--- src/rtl/mem_responder_if.sv ---
// CPU-to-memory command/response bundle: the CPU drives commands, the responder returns data and strobes.
interface mem_responder_if #(
    parameter int DATA_WIDTH = 16,
    parameter int ADDR_WIDTH = 9
);
    logic [1:0]            mem_cmd;
    logic [ADDR_WIDTH-1:0] mem_addr;
    logic [DATA_WIDTH-1:0] write_data;
    logic [DATA_WIDTH-1:0] read_data;
    logic                  mem_ready;
    logic                  bad_access;

    modport master (
        output mem_cmd, mem_addr, write_data,
        input  read_data, mem_ready, bad_access
    );

    modport slave (
        input  mem_cmd, mem_addr, write_data,
        output read_data, mem_ready, bad_access
    );
endinterface

--- src/rtl/mem_responder.sv ---
// Memory-side responder: wait-stated access to a 256-word RAM plus switch/LED I/O,
// answering each command with a one-cycle mem_ready strobe.
module mem_responder #(
    parameter int DATA_WIDTH  = 16,
    parameter int ADDR_WIDTH  = 9,
    parameter int RAM_WORDS   = 256,
    parameter int WAIT_STATES = 1
) (
    input  logic       clk,
    input  logic       reset,
    mem_responder_if.slave bus,
    input  logic [7:0] SW,
    output logic [7:0] LEDR
);
    localparam int RAM_AW = $clog2(RAM_WORDS);
    localparam logic [ADDR_WIDTH-1:0] LED_ADDR = ADDR_WIDTH'('h100);
    localparam logic [ADDR_WIDTH-1:0] SW_ADDR  = ADDR_WIDTH'('h140);
    localparam logic [3:0] WS = 4'(WAIT_STATES);
    localparam logic [1:0] CMD_NONE  = 2'b00;
    localparam logic [1:0] CMD_READ  = 2'b01;
    localparam logic [1:0] CMD_WRITE = 2'b10;

    typedef enum logic [1:0] {S_IDLE, S_BUSY, S_RESP} state_t;

    state_t                r_state;
    logic [1:0]            r_cmd;
    logic [ADDR_WIDTH-1:0] r_addr;
    logic [DATA_WIDTH-1:0] r_wdata;
    logic [3:0]            r_cnt;
    logic [DATA_WIDTH-1:0] r_read_data;
    logic                  r_ready;
    logic                  r_bad;
    logic [7:0]            r_led;
    logic [DATA_WIDTH-1:0] r_ram [RAM_WORDS];

    logic                  w_cmd_valid;
    logic [1:0]            w_cmd;
    logic [ADDR_WIDTH-1:0] w_addr;
    logic                  w_is_ram;
    logic                  w_is_sw;
    logic                  w_is_led;
    logic                  w_rd_ok;
    logic                  w_wr_ok;
    logic [DATA_WIDTH-1:0] w_rd_val;
    logic                  w_enter_resp;

    // With zero wait states the response is formed on the sampling edge, so decode
    // looks at the live bus while idle and at the latched command otherwise.
    always_comb begin
        w_cmd_valid  = (bus.mem_cmd == CMD_READ) || (bus.mem_cmd == CMD_WRITE);
        w_cmd        = (r_state == S_IDLE) ? bus.mem_cmd  : r_cmd;
        w_addr       = (r_state == S_IDLE) ? bus.mem_addr : r_addr;
        w_is_ram     = ~w_addr[ADDR_WIDTH-1];
        w_is_sw      = (w_addr == SW_ADDR);
        w_is_led     = (w_addr == LED_ADDR);
        w_rd_ok      = w_is_ram || w_is_sw;
        w_wr_ok      = w_is_ram || w_is_led;
        w_rd_val     = w_is_ram ? r_ram[w_addr[RAM_AW-1:0]] : DATA_WIDTH'(SW);
        w_enter_resp = ((r_state == S_IDLE) && w_cmd_valid && (WS == 4'd0)) ||
                       ((r_state == S_BUSY) && (r_cnt <= 4'd1));
    end

    always_ff @(posedge clk or posedge reset) begin
        if (reset) begin
            r_state     <= S_IDLE;
            r_cmd       <= CMD_NONE;
            r_addr      <= '0;
            r_wdata     <= '0;
            r_cnt       <= '0;
            r_read_data <= '0;
            r_ready     <= 1'b0;
            r_bad       <= 1'b0;
            r_led       <= '0;
        end else begin
            r_ready <= 1'b0;
            r_bad   <= 1'b0;
            if (w_enter_resp) begin
                r_ready <= 1'b1;
                if (w_cmd == CMD_READ) begin
                    r_read_data <= w_rd_ok ? w_rd_val : '0;
                    r_bad       <= ~w_rd_ok;
                end else begin
                    r_bad <= ~w_wr_ok;
                end
            end
            case (r_state)
                S_IDLE: begin
                    if (w_cmd_valid) begin
                        r_cmd   <= bus.mem_cmd;
                        r_addr  <= bus.mem_addr;
                        r_wdata <= bus.write_data;
                        r_cnt   <= WS;
                        r_state <= (WS == 4'd0) ? S_RESP : S_BUSY;
                    end
                end
                S_BUSY: begin
                    r_cnt <= r_cnt - 4'd1;
                    if (r_cnt <= 4'd1) r_state <= S_RESP;
                end
                S_RESP: begin
                    r_state <= S_IDLE;
                    if ((r_cmd == CMD_WRITE) && w_is_led) r_led <= r_wdata[7:0];
                end
                default: r_state <= S_IDLE;
            endcase
        end
    end

    // RAM keeps its contents across reset; a reset before RESP ends leaves it untouched.
    always_ff @(posedge clk) begin
        if ((r_state == S_RESP) && (r_cmd == CMD_WRITE) && w_is_ram)
            r_ram[w_addr[RAM_AW-1:0]] <= r_wdata;
    end

    assign bus.read_data  = r_read_data;
    assign bus.mem_ready  = r_ready;
    assign bus.bad_access = r_bad;
    assign LEDR           = r_led;
endmodule
--- src/flat_wrapper.sv ---
// flat-port wrapper written by rule: the top's interface ports become plain ports
module mem_responder_flat 
#(
    parameter int DATA_WIDTH  = 16,
    parameter int ADDR_WIDTH  = 9,
    parameter int RAM_WORDS   = 256,
    parameter int WAIT_STATES = 1
)
  (clk, reset, SW, LEDR, bus_mem_cmd, bus_mem_addr, bus_write_data, bus_read_data, bus_mem_ready, bus_bad_access);
  mem_responder_if #(.DATA_WIDTH(DATA_WIDTH), .ADDR_WIDTH(ADDR_WIDTH)) bus_i ();
  input  logic clk;
  input  logic reset;
  input  logic [7:0] SW;
  output logic [7:0] LEDR;
  input wire logic [$bits(bus_i.mem_cmd)-1:0] bus_mem_cmd;
  input wire logic [$bits(bus_i.mem_addr)-1:0] bus_mem_addr;
  input wire logic [$bits(bus_i.write_data)-1:0] bus_write_data;
  output wire logic [$bits(bus_i.read_data)-1:0] bus_read_data;
  output wire logic [$bits(bus_i.mem_ready)-1:0] bus_mem_ready;
  output wire logic [$bits(bus_i.bad_access)-1:0] bus_bad_access;
  assign bus_i.mem_cmd = bus_mem_cmd;
  assign bus_i.mem_addr = bus_mem_addr;
  assign bus_i.write_data = bus_write_data;
  assign bus_read_data = bus_i.read_data;
  assign bus_mem_ready = bus_i.mem_ready;
  assign bus_bad_access = bus_i.bad_access;
  mem_responder #(.DATA_WIDTH(DATA_WIDTH), .ADDR_WIDTH(ADDR_WIDTH), .RAM_WORDS(RAM_WORDS), .WAIT_STATES(WAIT_STATES)) u_core (.clk(clk), .reset(reset), .bus(bus_i), .SW(SW), .LEDR(LEDR));
endmodule
--- config.mk ---
export PLATFORM = sky130hd
export DESIGN_NAME = mem_responder_flat
export DESIGN_NICKNAME = d
export VERILOG_FILES = /design/src/rtl/mem_responder_if.sv /design/src/rtl/mem_responder.sv /design/src/flat_wrapper.sv
export SDC_FILE = /design/constraint.sdc
export NUM_CORES = 2
export LEC_CHECK = 0
export ABC_AREA = 0
export BUFFER_PORTS_ARGS = -buffer_cell sky130_fd_sc_hd__buf_2
export CORE_AREA = 5 5 876 443
export CTS_BUF_LIST = sky130_fd_sc_hd__clkbuf_16
export CTS_CLUSTER_SIZE = 14
export DETAILED_ROUTE_END_ITERATION = 8
export DIE_AREA = 0 0 881 448
export HOLD_SLACK_MARGIN = 0.05
export REMOVE_ABC_BUFFERS = 1
export SLEW_MARGIN = 5
export SYNTH_ARGS = -nofsm -noshare
export SYNTH_HDL_FRONTEND = slang
export SYNTH_SLANG_ARGS = --single-unit
--- constraint.sdc ---
create_clock -name clk -period 5.2 [get_ports clk]
set_input_delay 1.04 -clock clk [delete_from_list [all_inputs] [get_ports clk]]
set_output_delay 1.04 -clock clk [all_outputs]
set_load 0.1 [all_outputs]
Word-level counts from Yosys, hierarchy flattened --
Memory sizes are Yosys's and may differ from the RTL's. Cells that the tools add are included.
Storage, ports and cells: register bits 59, output and inout bits 26, memory bits (writable) 4096, input bits 37, word-level logic and storage cells 53, memories 1
Memories:
- u_core.r_ram | depth 256, width 16, read ports 1, clocked after Yosys merged registers in 0, wr ports 1, RTL line mem_responder.sv:34 | logic [DATA_WIDTH-1:0] r_ram [RAM_WORDS];
Operators by class: add/subtract/negate cells 1, muxes and demuxes 14, reductions and logical operators 14, magnitude comparators 1, eq/ne operators 10, bitwise gates (word level) 3
Operators by type and width (number):
- two-way mux 16 bit | 2
- == test 9 bit (second input constant) | 2
- AND reduction 2 bit | 5
- two-way mux 9 bit | 1
- one-hot mux 4 bit (2 select lines) | 1
- == test 2 x 1 -> 1 bit (second input constant) | 3
- == test 2 bit (second input constant) | 3
- two-way mux 2 bit | 3
- two-way mux 1 bit | 5
- <= comparator 4 x 1 -> 1 bit (second input constant) | 1
- logical AND 1 bit | 4
- two-way mux 4 bit | 1
- one-hot mux 2 bit (2 select lines) | 1
- subtractor 4 x 1 -> 4 bit (second input constant) | 1
- logical OR 1 bit | 3
- NOT 1 bit | 3
- logical NOT 2 bit | 1
- inequality test 2 x 1 -> 1 bit (second input constant) | 1
- inequality test 2 bit (second input constant) | 1
- nonzero test 2 bit | 1

Longest topological paths before layout --
depth after elaboration 7, gate-level depth with buffers 14

Least setup slack after synthesis --
No wires, ideal clock.
path type input -> register, start input port bus_mem_addr[1], end memory u_core.r_ram[132][0], enable pin, slack 1176 ps, library setup time 388 ps, stages 11, arrival 3635 ps, buffers on the path 6, cells stage by stage or4_1 o31a_1 buf_6 buf_6 buf_6 buf_6 buf_2 nor2_2 nand2_1 clkbuf_1 nor2_1
Between the ends: word-level cells in the longest chain between the ends 1
Ends and longest elaborated chain:
- start: declaration | RTL line flat_wrapper.sv:16 | input wire logic [$bits(bus_i.mem_addr)-1:0] bus_mem_addr;
- two-way mux 9 bit | RTL line mem_responder.sv:52 | w_addr = (r_state == S_IDLE) ? bus.mem_addr : r_addr;
- end: declaration | RTL line mem_responder.sv:34
Every way passes these cells.

Worst setup path in the final report --
start register u_core.r_state[1], end register u_core.r_read_data[2] (netlist: u_core.bus.read_data[2])
Between the ends: word-level cells in the longest chain between the ends 5
Ends and longest elaborated chain:
- start: declaration | RTL line mem_responder.sv:25 | state_t r_state;
- start signal: assignment | RTL line mem_responder.sv:93 | r_state <= (WS == 4'd0) ? S_RESP : S_BUSY;
- logical NOT 2 bit | RTL line mem_responder.sv:51, mem_responder.sv:52
- two-way mux 9 bit | RTL line mem_responder.sv:52
- memory read (256 x 16 bit) (tied with other cells)
- two-way mux 16 bit or logical OR 1 bit (tied branches) | RTL line mem_responder.sv:58, mem_responder.sv:56
- two-way mux 16 bit | RTL line mem_responder.sv:80 | r_read_data <= w_rd_ok ? w_rd_val : '0;
- end signal: assignment | RTL line mem_responder.sv:80
- end: declaration | RTL line mem_responder.sv:30 | logic [DATA_WIDTH-1:0] r_read_data;
Several ways; a longest one is shown, not always the timed one. A chain may end at the register's enable or synchronous reset.

==> out/results.txt <==
Initial antenna violation count -> 33
Post-synth EDFFs -> 4096
Tmin final -> 4950 ps
Yosys top cell area share -> 0.814
DRC errors left -> 0
CP peak stage delay -> 930 ps
Hpwl dp -> 266000 um
Crit Path Class -> reg2reg
Actual slew at the worst max-slew pin -> 1250 ps
Io pins -> 63
Via count -> 89831
Fillers -> 32119
CP delay by family, top -> compound AO/OA/AOI/OAI gates
CP max-delay cell -> o41ai_2
Clock latency on the worst-skew pair -> 940 ps
Largest net degree at the start of global routing -> 193
Static leakage -> 52.3 nW
Mux cell area share after synthesis -> 0.00238
Post-synthesis cell area -> 151000 um^2
Post-DP Area -> 161000 um^2
Critical-path maximum fanout -> 31
Share of cells above drive strength 1 -> 0.142
Routed len/inst -> 31.4 um
Syn avg cell area -> 17.4 um^2
Post-CTS resize count -> 0
Die Width -> 881 um
Final nets -> 9202
Antenna Nets Post-Route -> 0
DIE HEIGHT -> 448 um
Clock sink count -> 4155
Largest cells by area after synthesis -> edfxtp_1, o22ai_1, o21ai_0, a41oi_1, buf_2
Final worst path period share -> 0.952
Clock Path Buffers -> 4
Startpoint class of the critical path -> flop
CTS tree -> yes
Fin cells -> 14562
Synth Warn # -> 0
DIE AREA -> 395000 um^2
Clock-pin transition on the worst setup and hold timing paths -> 70 ps
Simple-gate portion of the synthesized area -> 0.0109
Post-CTS Setup Bufs -> 0
Placed Cells -> 13885
VDD IR-drop max -> 0.743 mV
Most frequent cells after synthesis -> edfxtp_1, o22ai_1, o21ai_0
Worst path required time -> 6000 ps
Starting DRT DRC Count -> 13712
Syn Inst Count -> 8668
CP Capture Type -> flop
Hold Path Class -> in2reg
Status -> finished, final reports clean
# setup viols final -> 0
Starting Density -> 0.399
Fmax -> 0.202 GHz
Largest area contributor in the netlist -> edfxtp_1
DP Worst Slack -> -118 ps
Area share of fa/ha/maj cells after synthesis -> 0.000166
Routability cong. -> 0.895
FP Rows -> 160
GRT overflow -> 0
Pwr/cell area -> 585 nW/um^2
CTS HTree Levels -> 5
Clock Tree Root -> clkbuf_16
Rel. slew slack -> 0.152
MaxCap Viol Count -> 0
Register area share after synthesis -> 0.823
Synth Area in Compound Gates -> 0.141
#FFs+latches synth -> 4155
Worst hold margin -> 361 ps
Synth unique cells -> 52
Worst Path Arrival -> 5750 ps
Top_reg_cell synth -> edfxtp_1
Port buffer count -> 62
Vias in the first global route -> 85431
Inserted Clock Buffers -> 379
Clock Skews -> 69.5 ps
Area Growth Syn to Fin -> 14.2%
Async set or reset register ratio after synthesis -> 0.0142
Cell area after layout -> 173000 um^2
Fin worst setup slack -> 248 ps
Combinational family with the most area after synthesis -> compound AO/OA/AOI/OAI gates
Most frequent cell after synthesis -> edfxtp_1
Worst setup path startpoint -> u_core.r_state[1]$_DFFE_PP0P_
Final hold violation count -> 0
RSZ-0062 raised after global routing -> no
Fin. max-slew vios -> 0
Worst path bufs/invs -> 2
Initial DRT Pass Iterations -> 6
Vias per cell -> 6.17
Most frequent cell on the critical path -> buf_4
XOR/XNOR share of the synthesized area -> 0.000116
Core area -> 379000 um^2
Global-route wire length before repair -> 645000 um
CP Cell Sequence -> or2_1 > o21a_4 > buf_4 > o22ai_1 > o21ai_0 > a41oi_1 > o41ai_2 > buf_4 > nand4_1 > o21ai_1
Final wirelength -> 458000 um
Hold-fix buffers, CTS -> 0
GRT Total Usage -> 0.224
Hold Path Origin -> bus_write_data[1]
Worst R2R Start -> u_core.r_state[1]$_DFFE_PP0P_
-- logic make-up (layout without fill, tap and decap cells) --
kind of cell,count (synthesis),in the layout
AOI/OAI and AO/OA,3452,3452
xor gates and xnor gates,2,2
adders and majority gates,2,2
buffers and inverters,642,1425
DFF,4155,4155
muxes,32,32
other,0,8
and+or+nand+nor,383,383
-- flip-flops by register name (all words and copies together) (netlist names) --
name                   flops
u_core.bus.read_data      16
u_core.r_addr              9
u_core.LEDR                8
u_core.bus.bad_access      1
u_core.r_wdata            16
u_core.r_ram            4096
u_core.bus.mem_ready       1
u_core.r_cmd               2
u_core.r_state             2
u_core.r_cnt               4
-- final cells by class --
type                       count  area [um^2]  area share
tap                         5103         6380      0.0370
clock buffer                 390         9760      0.0565
multi-input combinational   3871        23800       0.138
inverter                       8         30.0    0.000174
antenna                        8         20.0    0.000116
sequential                  4155       125000       0.721
clock inverter               279         1530     0.00883
timing repair buffer         748         6660      0.0386
-- power breakdown --
part / switching [mW] / internal, mW / total (mW)
logic: 23.3 / 8.21 / 31.5
registers: 1.36 / 42.1 / 43.5
clock network: 12.0 / 14.1 / 26.1
total: 36.7 / 64.4 / 101
-- layer usage --
metal	share of wire	routed length, um	track usage
met1	0.39	180000	0.313
met2	0.46	209000	0.349
met3	0.10	47600	0.0427
met4	0.044	20000	0.0874
met5	0.00016	75	0
-- worst reg2reg max path, delay by kind of cell (launching register included) --
kind,cells,cell delay [ps]
compound gates,6,2930
buf+inv,2,750
flops,1,510
simple gates,2,610
-- stage by stage --
step                      power (mW)   util  TNS (ps)
after global routing             104  0.456         0
after detailed placement        75.1  0.426      -184
final                            101  0.456         0
after global placement          74.7  0.426      -176
after floorplan                 55.0      -         -
after CTS                        101  0.456         0
-- worst paths after layout --
path	slack, ps	end	cells past startpoint
min	360	u_core.r_wdata[1]$_DFFE_PP0P_	2
min reg2reg	490	u_core.bus.read_data[9]$_DFFE_PP0P_	2
max reg2reg	250	u_core.bus.read_data[2]$_DFFE_PP0P_	10
max	250	u_core.bus.read_data[2]$_DFFE_PP0P_	10
max in group asynchronous	4070	u_core.r_wdata[10]$_DFFE_PP0P_	3
min in group asynchronous	410	u_core.r_cnt[1]$_DFFE_PP0P_	3
-- placed cells by master (no fill, tap or decap), types with 6 or more instances in the layout --
master	Yosys	final
mux2_1	8	8
dfrtp_1	59	43
o21ai_1	59	55
o21ai_4	0	6
nand3_1	12	12
diode_2	0	8
clkinv_2	0	56
a41oi_1	243	241
bufinv_16	0	11
a21oi_1	68	68
o21ai_0	929	929
o41ai_2	0	22
o41ai_1	66	43
o22ai_1	1917	1917
clkinvlp_4	0	6
nand4_1	10	10
mux2_2	23	23
nand2b_1	8	8
buf_12	0	96
dfrtp_4	0	16
clkbuf_16	0	390
nand2_1	49	33
buf_4	25	590
clkinv_1	0	102
nand3b_1	6	6
a22oi_1	136	136
inv_1	8	100
edfxtp_1	4096	4096
or3_1	7	7
buf_2	384	62
nand2_2	0	16
nor2_1	262	262
Power figures use the tool's default switching activity.
